### src/rtl/cell_particle_streamer_if.sv
// Downstream particle stream: {posz,posy,posx} word plus its cache address,
// qualified by a valid/ready handshake and a last marker on particle N.
interface cell_particle_streamer_if #(
    parameter int DATA_WIDTH = 32,
    parameter int ADDR_WIDTH = 8
) ();
    logic [3*DATA_WIDTH-1:0] out_particle_data;
    logic [ADDR_WIDTH-1:0]   out_particle_id;
    logic                    out_valid;
    logic                    in_ready;
    logic                    out_last;

    modport master (
        output out_particle_data,
        output out_particle_id,
        output out_valid,
        output out_last,
        input  in_ready
    );

    modport slave (
        input  out_particle_data,
        input  out_particle_id,
        input  out_valid,
        input  out_last,
        output in_ready
    );
endinterface

### src/rtl/cell_particle_streamer.sv
// Read-side sequencer for one double-buffered position cache cell.
// Reads the particle count at address 0, then reads addresses 1..N and
// streams them downstream. A 2-entry skid FIFO with a bypass path absorbs
// the cache's 1-cycle read latency, so a read is only issued while the FIFO
// plus the in-flight read leave room for its data.
// Optional feature: define CLAMP_PARTICLE_COUNT_EN to clamp N to PARTICLE_NUM
// and expose the sticky out_count_clamped status bit.
module cell_particle_streamer #(
    parameter int DATA_WIDTH   = 32,
    parameter int ADDR_WIDTH   = 8,
    parameter int PARTICLE_NUM = 220
) (
    input  logic                    clk,
    input  logic                    rst,
    input  logic                    in_start,
    input  logic                    in_motion_update,
    output logic [ADDR_WIDTH-1:0]   out_read_address,
    output logic                    out_rden,
    input  logic [3*DATA_WIDTH-1:0] in_particle_info,
    cell_particle_streamer_if.master strm,
    output logic                    out_busy,
    output logic                    out_done,
    output logic                    out_aborted
`ifdef CLAMP_PARTICLE_COUNT_EN
    ,
    output logic                    out_count_clamped
`endif
);
    localparam int PW = 3*DATA_WIDTH;
    localparam int EW = ADDR_WIDTH + PW;
    localparam logic [ADDR_WIDTH-1:0] PNUM = ADDR_WIDTH'(PARTICLE_NUM);
`ifdef CLAMP_PARTICLE_COUNT_EN
    localparam bit CLAMP_EN = 1'b1;
`else
    localparam bit CLAMP_EN = 1'b0;
`endif

    typedef enum logic [2:0] {IDLE, RD_CNT, WAIT_CNT, STREAM, DRAIN, DONE} state_t;

    state_t                state_q, state_d;
    logic [ADDR_WIDTH-1:0] n_q, n_d;
    logic [ADDR_WIDTH-1:0] rd_ptr_q, rd_ptr_d;
    logic [ADDR_WIDTH-1:0] rd_addr_q, rd_addr_d;
    logic                  inflight_q, inflight_d;
    logic [1:0]            fifo_count_q, fifo_count_d;
    logic                  fifo_head_q, fifo_head_d;
    logic [EW-1:0]         fifo_mem_q [2];
    logic [EW-1:0]         fifo_mem_d [2];
    logic                  aborted_q, aborted_d;
`ifdef CLAMP_PARTICLE_COUNT_EN
    logic                  clamped_q, clamped_d;
`endif

    logic [ADDR_WIDTH-1:0] cnt_raw, n_eff;
    logic                  over_limit, busy_state, abort, credit;
    logic                  head_valid, pop, fifo_pop, push, valid;
    logic [EW-1:0]         head_entry;

    // State, pointers and skid FIFO storage.
    always_ff @(posedge clk or posedge rst) begin
        if (rst) begin
            state_q       <= IDLE;
            n_q           <= '0;
            rd_ptr_q      <= '0;
            rd_addr_q     <= '0;
            inflight_q    <= 1'b0;
            fifo_count_q  <= '0;
            fifo_head_q   <= 1'b0;
            fifo_mem_q[0] <= '0;
            fifo_mem_q[1] <= '0;
            aborted_q     <= 1'b0;
`ifdef CLAMP_PARTICLE_COUNT_EN
            clamped_q     <= 1'b0;
`endif
        end else begin
            state_q       <= state_d;
            n_q           <= n_d;
            rd_ptr_q      <= rd_ptr_d;
            rd_addr_q     <= rd_addr_d;
            inflight_q    <= inflight_d;
            fifo_count_q  <= fifo_count_d;
            fifo_head_q   <= fifo_head_d;
            fifo_mem_q[0] <= fifo_mem_d[0];
            fifo_mem_q[1] <= fifo_mem_d[1];
            aborted_q     <= aborted_d;
`ifdef CLAMP_PARTICLE_COUNT_EN
            clamped_q     <= clamped_d;
`endif
        end
    end

    // Next-state, read issue, FIFO push/pop (with bypass) and abort handling.
    always_comb begin
        state_d      = state_q;
        n_d          = n_q;
        rd_ptr_d     = rd_ptr_q;
        rd_addr_d    = rd_addr_q;
        inflight_d   = 1'b0;
        fifo_mem_d   = fifo_mem_q;
        aborted_d    = aborted_q;
`ifdef CLAMP_PARTICLE_COUNT_EN
        clamped_d    = clamped_q;
`endif
        out_rden     = 1'b0;
        out_done     = 1'b0;

        cnt_raw    = in_particle_info[ADDR_WIDTH-1:0];
        over_limit = cnt_raw > PNUM;
        n_eff      = (CLAMP_EN && over_limit) ? PNUM : cnt_raw;

        busy_state = (state_q == RD_CNT) || (state_q == WAIT_CNT) ||
                     (state_q == STREAM) || (state_q == DRAIN);
        abort      = busy_state && in_motion_update;
        credit     = ({1'b0, fifo_count_q} + {2'b00, inflight_q}) < 3'd2;

        // Arriving data goes straight to the output when the FIFO is empty.
        head_valid = (fifo_count_q != 2'd0) || inflight_q;
        head_entry = (fifo_count_q != 2'd0) ? fifo_mem_q[fifo_head_q]
                                            : {rd_addr_q, in_particle_info};
        valid      = head_valid && !abort;
        pop        = valid && strm.in_ready;
        fifo_pop   = pop && (fifo_count_q != 2'd0);
        push       = inflight_q && !abort && !(pop && (fifo_count_q == 2'd0));
        if (push) begin
            fifo_mem_d[fifo_head_q ^ fifo_count_q[0]] = {rd_addr_q, in_particle_info};
        end
        fifo_count_d = fifo_count_q + 2'(push) - 2'(fifo_pop);
        fifo_head_d  = fifo_head_q ^ fifo_pop;

        case (state_q)
            IDLE: begin
                if (in_start && !in_motion_update) begin
                    state_d   = RD_CNT;
                    aborted_d = 1'b0;
`ifdef CLAMP_PARTICLE_COUNT_EN
                    clamped_d = 1'b0;
`endif
                end
            end
            RD_CNT: begin
                out_rden  = 1'b1;
                rd_addr_d = '0;
                state_d   = WAIT_CNT;
            end
            WAIT_CNT: begin
                n_d      = n_eff;
                rd_ptr_d = ADDR_WIDTH'(1);
`ifdef CLAMP_PARTICLE_COUNT_EN
                clamped_d = over_limit;
`endif
                state_d  = (n_eff == '0) ? DONE : STREAM;
            end
            STREAM: begin
                if (credit) begin
                    out_rden   = 1'b1;
                    rd_addr_d  = rd_ptr_q;
                    rd_ptr_d   = rd_ptr_q + ADDR_WIDTH'(1);
                    inflight_d = 1'b1;
                    if (rd_ptr_q == n_q) state_d = DRAIN;
                end
            end
            DRAIN: begin
                if (fifo_count_d == 2'd0) state_d = DONE;
            end
            DONE: begin
                out_done = 1'b1;
                state_d  = IDLE;
            end
            default: state_d = IDLE;
        endcase

        // Motion update: drop everything, no reads, report next cycle.
        if (abort) begin
            state_d      = DONE;
            aborted_d    = 1'b1;
            out_rden     = 1'b0;
            rd_addr_d    = rd_addr_q;
            rd_ptr_d     = rd_ptr_q;
            n_d          = n_q;
            inflight_d   = 1'b0;
            fifo_count_d = '0;
            fifo_head_d  = 1'b0;
`ifdef CLAMP_PARTICLE_COUNT_EN
            clamped_d    = clamped_q;
`endif
        end
    end

    assign out_read_address       = rd_addr_d;
    assign out_busy               = busy_state;
    assign out_aborted            = aborted_q && (state_q == DONE);
    assign strm.out_valid         = valid;
    assign strm.out_particle_data = valid ? head_entry[PW-1:0] : '0;
    assign strm.out_particle_id   = valid ? head_entry[EW-1:PW] : '0;
    assign strm.out_last          = valid && (head_entry[EW-1:PW] == n_q);
`ifdef CLAMP_PARTICLE_COUNT_EN
    assign out_count_clamped      = clamped_q;
`endif
endmodule

### src/flat_wrapper.sv
// flat-port wrapper written by rule: the top's interface ports become plain ports
module cell_particle_streamer_flat 
#(
    parameter int DATA_WIDTH   = 32,
    parameter int ADDR_WIDTH   = 8,
    parameter int PARTICLE_NUM = 220
)
  (clk, rst, in_start, in_motion_update, out_read_address, out_rden, in_particle_info, out_busy, out_done, out_aborted, strm_out_particle_data, strm_out_particle_id, strm_out_valid, strm_out_last, strm_in_ready);
  cell_particle_streamer_if #(.DATA_WIDTH(DATA_WIDTH), .ADDR_WIDTH(ADDR_WIDTH)) strm_i ();
  input  logic clk;
  input  logic rst;
  input  logic in_start;
  input  logic in_motion_update;
  output logic [ADDR_WIDTH-1:0] out_read_address;
  output logic out_rden;
  input  logic [3*DATA_WIDTH-1:0] in_particle_info;
  output logic out_busy;
  output logic out_done;
  output logic out_aborted;
  output wire logic [$bits(strm_i.out_particle_data)-1:0] strm_out_particle_data;
  output wire logic [$bits(strm_i.out_particle_id)-1:0] strm_out_particle_id;
  output wire logic [$bits(strm_i.out_valid)-1:0] strm_out_valid;
  output wire logic [$bits(strm_i.out_last)-1:0] strm_out_last;
  input wire logic [$bits(strm_i.in_ready)-1:0] strm_in_ready;
  assign strm_out_particle_data = strm_i.out_particle_data;
  assign strm_out_particle_id = strm_i.out_particle_id;
  assign strm_out_valid = strm_i.out_valid;
  assign strm_out_last = strm_i.out_last;
  assign strm_i.in_ready = strm_in_ready;
  cell_particle_streamer #(.DATA_WIDTH(DATA_WIDTH), .ADDR_WIDTH(ADDR_WIDTH), .PARTICLE_NUM(PARTICLE_NUM)) u_core (.clk(clk), .rst(rst), .in_start(in_start), .in_motion_update(in_motion_update), .out_read_address(out_read_address), .out_rden(out_rden), .in_particle_info(in_particle_info), .strm(strm_i), .out_busy(out_busy), .out_done(out_done), .out_aborted(out_aborted));
endmodule
### config.mk
export PLATFORM = sky130hd
export DESIGN_NAME = cell_particle_streamer_flat
export DESIGN_NICKNAME = d
export VERILOG_FILES = /design/src/rtl/cell_particle_streamer_if.sv /design/src/rtl/cell_particle_streamer.sv /design/src/flat_wrapper.sv
export SDC_FILE = /design/constraint.sdc
export NUM_CORES = 1
export LEC_CHECK = 0
export CAP_MARGIN = 15
export CORE_UTILIZATION = 40
export CTS_CLUSTER_DIAMETER = 120
export DETAILED_ROUTE_END_ITERATION = 8
export GPL_TIMING_DRIVEN = 1
export PLACE_DENSITY_LB_ADDON = 0.1
export SYNTH_ARGS = -nofsm -noshare
export SYNTH_HDL_FRONTEND = slang
export SYNTH_SLANG_ARGS = --single-unit
### constraint.sdc
create_clock -name clk -period 17.4 [get_ports clk]
set_input_delay 3.48 -clock clk [delete_from_list [all_inputs] [get_ports clk]]
set_output_delay 3.48 -clock clk [all_outputs]
set_load 0.05 [all_outputs]
After elaboration in Yosys (flattened, before gate mapping)
Index checks and enable logic that the tools add are counted.
Word-level totals
  memory bits (read-only): 0
  register bits after elaboration: 240
  memory bits (writable): 0
  input bits: 101
  bits in latches: 0
  output and inout port bits: 118
  memories kept: 0
  logic and storage cells: 97
Cells by class
  muxes and demuxes: 32
  order comparisons: 4
  shift-type cells: 0
  bitwise gates (word level): 5
  div/mod/pow operators: 0
  reductions and logical operators: 30
  add/sub/neg operators: 4
  equal/unequal tests: 12
  multiply operators: 0
Operators with widths (count)
  104-bit 2-to-1 mux: 5
  208-bit bitwise mux: 1
  104-bit demux with 1-bit select: 1
  96-bit 2-to-1 mux: 1
  8-bit 2-to-1 mux: 4
  8-bit case mux with 2 select lines: 2
  3-bit 2-to-1 mux: 6
  8-bit equality test: 2
  3-bit case mux with 5 select lines: 1
  1-bit logical AND: 11
  1-bit 2-to-1 mux: 9
  8-bit by 1-bit adder with 8-bit output, second input constant: 1
  8-bit logical NOT: 1
  2-bit nonzero test: 4
  3-bit by 2-bit equality test with 1-bit output, second input constant: 2
  3-bit equality test, second input constant: 2
  3-bit by 1-bit != test with 1-bit output, second input constant: 2
  3-bit by 2-bit != test with 1-bit output, second input constant: 2
  2-bit >= comparator, second input constant: 2
  2-bit logical NOT: 2
  1-bit logical OR: 4
  1-bit inverter with 2-bit output: 2
  2-bit AND reduction: 2
  4-bit AND reduction: 1
  other kinds (14): 17

Logic depth before layout (Yosys ltp)
Gate-level depths: netlist (run 1).
  depth after elaboration: 17
  mapped depth: 15
  depth with buffers taken out: 11

Worst setup path before layout (run 1)
No wires, ideal clock.
  path type: input port to output port
  start point: input in_motion_update
  end point: output strm_out_particle_data[52]
  required time: 13.920 ns
  buffers on the path: 2
  setup slack: 8.758 ns
  stages: 5
  data arrival time: 5.162 ns
  path through: nand2_4 > o21ai_2 > buf_2 > buf_2 > a211oi_1
Between the ends
  longest elaborated chain between the ends: 4
Ends and longest elaborated chain
  start: declaration: RTL line flat_wrapper.sv:13  | input logic in_motion_update;
  1-bit logical AND: RTL line cell_particle_streamer.sv:113  | abort = busy_state && in_motion_update;
  1-bit logical NOT: RTL line cell_particle_streamer.sv:120  | valid = head_valid && !abort;
  1-bit logical AND: RTL line cell_particle_streamer.sv:120
  96-bit 2-to-1 mux: RTL line cell_particle_streamer.sv:193  | assign strm.out_particle_data = valid ? head_entry[PW-1:0] : '0;
  end: declaration: RTL line flat_wrapper.sv:20  | output wire logic [$bits(strm_i.out_particle_data)-1:0] strm_out_particle_data;
No other way between the ends.

Final worst setup path (run 1)
  start point: input in_motion_update
  end point: output strm_out_particle_data[29]
Same word-level chain as after synthesis.

==> metrics, run 1 <==
status finished, final reports clean; syn_area_per_cell 12.9 sq um; synthesis-to-finish area growth 25.6%; critical path class in2out; Primary FF master, synth dfrtp_1; Flop pwr share 30.1%; number of synthesized register bits 240; DR pass1 iterations 4; Leak 7.23 nW; vias in the first global route 8129; Inserted Clock Buffers 28; TritonCTS clock tree yes; clock slew at reported path FFs 0.05 ns; crit path launch type input port; First DRT Iteration DRCs 385; placer congestion estimate 0.774; final worst path period share 58.2%; Setup violations, final 0; maximum VDD drop 0.000101 V; largest net degree at the start of global routing 108; CP Data Arrival Time 6.65 ns; total power 0.00306 W; Total Routing Usage GR 18.0%; Post-DP HPWL 18300 um; Critical Path Sink Type primary output; clk_lat worst skew 0.53 ns; Die Wd 179 um; synth unique cells 49; final worst setup slack 7.27 ns; # IOs 219; total grt overflow 0; via/cell ratio 5.19; CP peak stage delay 0.85 ns; Placement Setup Slack 7.22 ns; min Tclk post-route 10.13 ns; max_cap viols 0; maximum clock path buffer count 3; cts hold-fix bufs 0; ANT cells 0; Mapped Cells 974; Crit-path slowest cell clkdlybuf4s50_1; Rel. slew slack 32.1%; # resized after CTS 0; clock power share 17.7%; Post-synth EDFFs 0; worst slew pin tran 1.02 ns; Data required, critical path 13.92 ns; WL/cell 18.3 um; Initial Util 40.8%; clk_skew 0.00753 ns; DR DRC count 0; maximum level of the CTS H-tree 1; switching pwr 0.00131 W; logic gate share of total power 52.1%; Pint 0.00176 W; Die Y 179 um; Ys Warns 0; initial antenna violation count 0; switching portion of total power 42.7%; root buffer cell clkbuf_16; Final nets 1262; hold crit path type reg2reg; PD cells 195 mW/mm^2; CTS sink count 240; CP cell instances clkdlybuf4s50_1 -> nand2_4 -> o21ai_4 -> buf_4 -> buf_4 -> a211oi_1 -> clkdlybuf4s50_1; total setup buffers inserted after CTS 0; via count 8156; post-synthesis async set-or-reset flop share 100%; Mapped Area 0.0125 sq mm; PortBufs 218; row cnt 64; RSZ-0062 raised after global routing false; WL final 28700 um; CP Max Fanout 62; layout cells sized above 1 24.7%; fin. max-slew vios 0; Setup TNS Final 0 ns; area of the core 0.0307 sq mm; register area share after synthesis 48.0%; Hold Fails Final Rpt 0; Net Count, Synth 1078; first-pass GRT wire length 45400 um; remaining antenna violation count 0; die area 0.0320 sq mm; Highest Clock Rate 0.0987 GHz
==> routing by layer <==
layer | global-route usage (%) | vias to the layer above | routed length, um
li1 | - | 3893 | -
met1 | 25.9 | 4064 | 13600
met2 | 28.3 | 151 | 13300
met3 | 2.54 | 48 | 1090
met4 | 4.56 | 0 | 669
met5 | 0 | - | 0
==> worst max-delay path, delay by kind of cell <==
family                 cells  cell delay, ns
buffers and inverters      4            2.70
AO/OA/AOI/OAI              2            0.21
AND/OR/NAND/NOR            1            0.18
==> cells in the mapped netlist (2+ instances only) <==
cell type / n / share of area (%)
nor2_1: 117 / 3.5
o21ai_0: 3 / 0.12
nand3_1: 4 / 0.16
a22o_1: 8 / 0.56
nand4_1: 5 / 0.25
buf_4: 4 / 0.24
nand2_1: 8 / 0.24
mux2i_1: 105 / 8.4
nor2b_1: 4 / 0.20
a211oi_1: 97 / 5.8
mux2_4: 120 / 14
or3_1: 2 / 0.10
and2_1: 3 / 0.15
inv_1: 6 / 0.18
mux2_2: 103 / 9.3
and3_1: 2 / 0.10
buf_2: 19 / 0.76
nor4_2: 2 / 0.20
clkbuf_1: 26 / 0.78
o21a_1: 2 / 0.12
ha_1: 3 / 0.30
nand2b_1: 2 / 0.10
a21oi_1: 14 / 0.56
xor2_1: 9 / 0.63
buf_1: 10 / 0.30
nor4_1: 2 / 0.10
xnor2_1: 13 / 0.91
nor3_1: 5 / 0.20
buf_6: 17 / 1.5
dfrtp_1: 240 / 48
==> power groups by stage <==
stage / sequential, W / clock [W] / combinational [W]
2_1_floorplan: 0.000872 / 0 / 0.00123
3_3_place_gp: 0.000924 / 0 / 0.00161
3_5_place_dp: 0.000928 / 0 / 0.00161
4_1_cts: 0.000922 / 0.000564 / 0.00162
5_1_grt: 0.000953 / 0.000585 / 0.00171
6_report: 0.000923 / 0.000543 / 0.00160
==> path summary, 6_finish.rpt <==
kind | startpoint | to | slack, ns | depth (start not counted)
max | in_motion_update | strm_out_particle_data[29] | 7.27 | 7
min | u_core.fifo_mem_q[109] | u_core.fifo_mem_q[109] | 0.50 | 1
max reg2reg | u_core.state_q[0] | u_core.fifo_mem_q[205] | 13.66 | 7
min reg2reg | u_core.fifo_mem_q[109] | u_core.fifo_mem_q[109] | 0.50 | 1
max in group asynchronous | rst | u_core.fifo_mem_q[113] | 11.70 | 4
min in group asynchronous | rst | u_core.fifo_mem_q[173] | 3.52 | 2
==> layout by cell type, fill, tap and decap left out, types with 7 or more instances in the layout <==
master / instances
a211oi_1: 97
a21oi_1: 14
a22o_1: 8
buf_4: 13
clkbuf_1: 7
clkbuf_16: 29
clkdlybuf4s50_1: 218
dfrtp_1: 239
mux2_2: 103
mux2_4: 120
mux2i_1: 105
nand2_1: 8
nor2_1: 117
xnor2_1: 13
xor2_1: 9
==> stage by stage <==
step	hold slack, ns	instances	utilization, %	cell area [sq um]
global placement	0.482	1524	48.5	14900
global route	0.512	1571	51.2	15700
CTS	0.505	1571	51.2	15700
floorplan	0.472	974	-	12500
finish	0.501	1571	51.2	15700
detailed placement	0.490	1524	48.5	14900
==> registers in the layout, summed over array words and instances (netlist names) <==
signal and flops:
u_core.fifo_count_q 2, u_core.rd_ptr_q 8, u_core.state_q 3, u_core.fifo_mem_q 208
u_core.aborted_q 1, u_core.inflight_q 1, u_core.n_q 8, u_core.rd_addr_q 8
u_core.fifo_head_q 1
==> final cells by class <==
class,count,area [sq um]
inverters,6,30.0
fillers,2768,15000
clock inverters,6,30.0
flip-flops and latches,240,6010
multi-input cells,651,6050
well taps,396,495
clock buffers,41,821
repair buffers,231,2280
==> cells by family (layout without fill, tap and decap cells) <==
family | after synthesis | after routing | share of synthesized area (%)
adder cells (fa/ha/maj) | 3 | 3 | 0.300
AND/OR/NAND/NOR | 163 | 163 | 5.97
XOR/XNOR | 24 | 24 | 1.86
flip-flops | 240 | 240 | 48.0
AO/OA/AOI/OAI | 132 | 132 | 7.83
buffers and inverters | 83 | 284 | 3.83
multiplexers | 329 | 329 | 32.2
Power figures use the tool's default switching activity.
==> run 2: changes to the inputs <==
==> constraint.sdc (replaced) <==
create_clock -name clk -period 10.28 [get_ports clk]
set_input_delay 2.056 -clock clk [delete_from_list [all_inputs] [get_ports clk]]
set_output_delay 2.056 -clock clk [all_outputs]
set_load 0.05 [all_outputs]
==> metrics, run 2 (same netlist as run 1, synthesis figures left out) <==
status finished, final reports clean (unchanged); first-pass GRT wire length 45700 um (was 45400 um); final worst path period share 71.1%; Setup TNS Final 0 ns (unchanged); crit path launch type input port (unchanged); Placed Instances 1522 (was 1524); maximum clock path buffer count 3 (unchanged); cell mode on critical path clkdlybuf4s50_1; CP peak stage delay 0.82 ns (was 0.85 ns); post-route cell area 0.0157 sq mm (about the same); clk_lat worst skew 0.53 ns (about the same); vias in the first global route 8035 (was 8129); maximum VDD drop 0.000183 V (was 0.000101 V); Highest Clock Rate 0.137 GHz; area of the core 0.0307 sq mm (unchanged); via/cell ratio 5.14 (was 5.19); CTS sink count 240 (unchanged); RSZ-0062 raised after global routing false (unchanged); Inserted Clock Buffers 28 (unchanged); row cnt 64 (unchanged); via count 8083 (was 8156); max_cap viols 0 (unchanged); placer congestion estimate 0.770 (was 0.774); ANT cells 0 (unchanged); worst slew pin tran 1.15 ns (was 1.02 ns); Total Routing Usage GR 18.1% (was 18.0%); # IOs 219 (unchanged); fin. max-slew vios 0 (unchanged); hold crit path type reg2reg (unchanged); Post-DP HPWL 18200 um (was 18300 um); Rel. slew slack 23.1% (was 32.1%); CP cell instances clkdlybuf4s50_1 -> nand2_4 -> o21ai_4 -> buf_4 -> nor2_1 -> clkdlybuf4s50_1 (was clkdlybuf4s50_1 -> nand2_4 -> o21ai_4 -> buf_4 -> buf_4 -> a211oi_1 -> clkdlybuf4s50_1); maximum level of the CTS H-tree 1 (unchanged); max reg flops 208 (unchanged); Critical Path Sink Type primary output (unchanged); CP Data Arrival Time 5.25 ns (was 6.65 ns); Post-Layout Cell Count 1572 (was 1571); layout cells sized above 1 24.5% (was 24.7%); most frequent cells in the layout 239 x dfrtp_1, 218 x clkdlybuf4s50_1, 120 x mux2_4 (unchanged); Initial Util 40.8% (unchanged); root buffer cell clkbuf_16 (unchanged); min Tclk post-route 7.31 ns; PortBufs 218 (unchanged); remaining antenna violation count 0 (unchanged); Largest Register u_core.fifo_mem_q (unchanged); DR pass1 iterations 4 (unchanged); First DRT Iteration DRCs 381 (was 385); placed cell area 0.0148 sq mm (was 0.0149 sq mm); Crit-path slowest cell clkdlybuf4s50_1 (unchanged); critical path class in2out (unchanged); Die Wd 179 um (unchanged); die area 0.0320 sq mm (unchanged); CP Max Fanout 68 (was 62); most common cell after layout, fill and taps aside dfrtp_1 (unchanged); clock slew at reported path FFs 0.06 ns (was 0.05 ns); clk_skew 0.00751 ns (was 0.00753 ns); largest net degree at the start of global routing 144 (was 108); Final nets 1260 (was 1262); Data required, critical path 8.22 ns (was 13.92 ns); WL final 28900 um (was 28700 um); PD cells 332 mW/mm^2 (was 195 mW/mm^2); Die Y 179 um (unchanged); total grt overflow 0 (unchanged); synthesis-to-finish area growth 25.7% (was 25.6%); Hold Fails Final Rpt 0 (unchanged); DR DRC count 0 (unchanged); # resized after CTS 0 (unchanged); TritonCTS clock tree yes (unchanged); Layout Utilization 51.3% (was 51.2%); cts hold-fix bufs 0 (unchanged); total setup buffers inserted after CTS 0 (unchanged); initial antenna violation count 0 (unchanged); WL/cell 18.4 um (was 18.3 um); Setup violations, final 0 (unchanged); Leak 7.23 nW (about the same)
[run 2: worst paths after layout]
kind | to | slack (ns) | from | depth (start not counted)
worst max-delay path | strm_out_particle_id[1] | 2.97 | in_motion_update | 6
worst min-delay path | u_core.fifo_mem_q[195] | 0.50 | u_core.fifo_mem_q[195] | 1
worst max register to register | u_core.fifo_mem_q[205] | 6.55 | u_core.state_q[0] | 7
worst min register to register | u_core.fifo_mem_q[195] | 0.50 | u_core.fifo_mem_q[195] | 1
max in group asynchronous | u_core.fifo_mem_q[205] | 6.72 | rst | 3
min in group asynchronous | u_core.fifo_mem_q[66] | 2.15 | rst | 2
[run 2: power by group]
part | internal [W] | total, W | switching (W)
sequential | 0.00131 | 0.00156 | 0.000253
combinational | 0.00112 | 0.00271 | 0.00159
clock | 0.000572 | 0.000953 | 0.000381
total | 0.00300 | 0.00522 | 0.00223
[run 2: metrics by stage]
stage	hold slack, ns	total power (W)	setup WS [ns]
global placement	0.483	0.00429	2.94
finish	0.501	0.00522	2.97
CTS	0.505	0.00529	2.92
detailed placement	0.491	0.00431	2.91
floorplan	0.472	0.00356	1.64
global route	0.511	0.00552	2.77
[run 2: area by class of cell]
cell class / instances / area, sq um
Clock buffer: 47 / 873
Clock inverter: 3 / 15.0
Fill cell: 2731 / 14900
Inverter: 6 / 30.0
Multi-Input combinational cell: 651 / 6050
Sequential cell: 240 / 6010
Tap cell: 396 / 495
Timing Repair Buffer: 229 / 2260
[run 2: critical path, delay by kind of cell]
| kind | cells | cell delay (ns) |
|---|---|---|
| AOI/OAI and AO/OA | 1 | 0.44 |
| and+or+nand+nor | 2 | 0.32 |
| buffers and inverters | 3 | 2.35 |
[run 2: metal layers]
metal,up-vias,GRT usage (%),part of all wire [%]
met4,0,3.28,1.4
met1,4017,26.0,48
met5,-,0,0
met3,32,2.63,3.9
li1,3886,-,-
met2,148,29.2,47
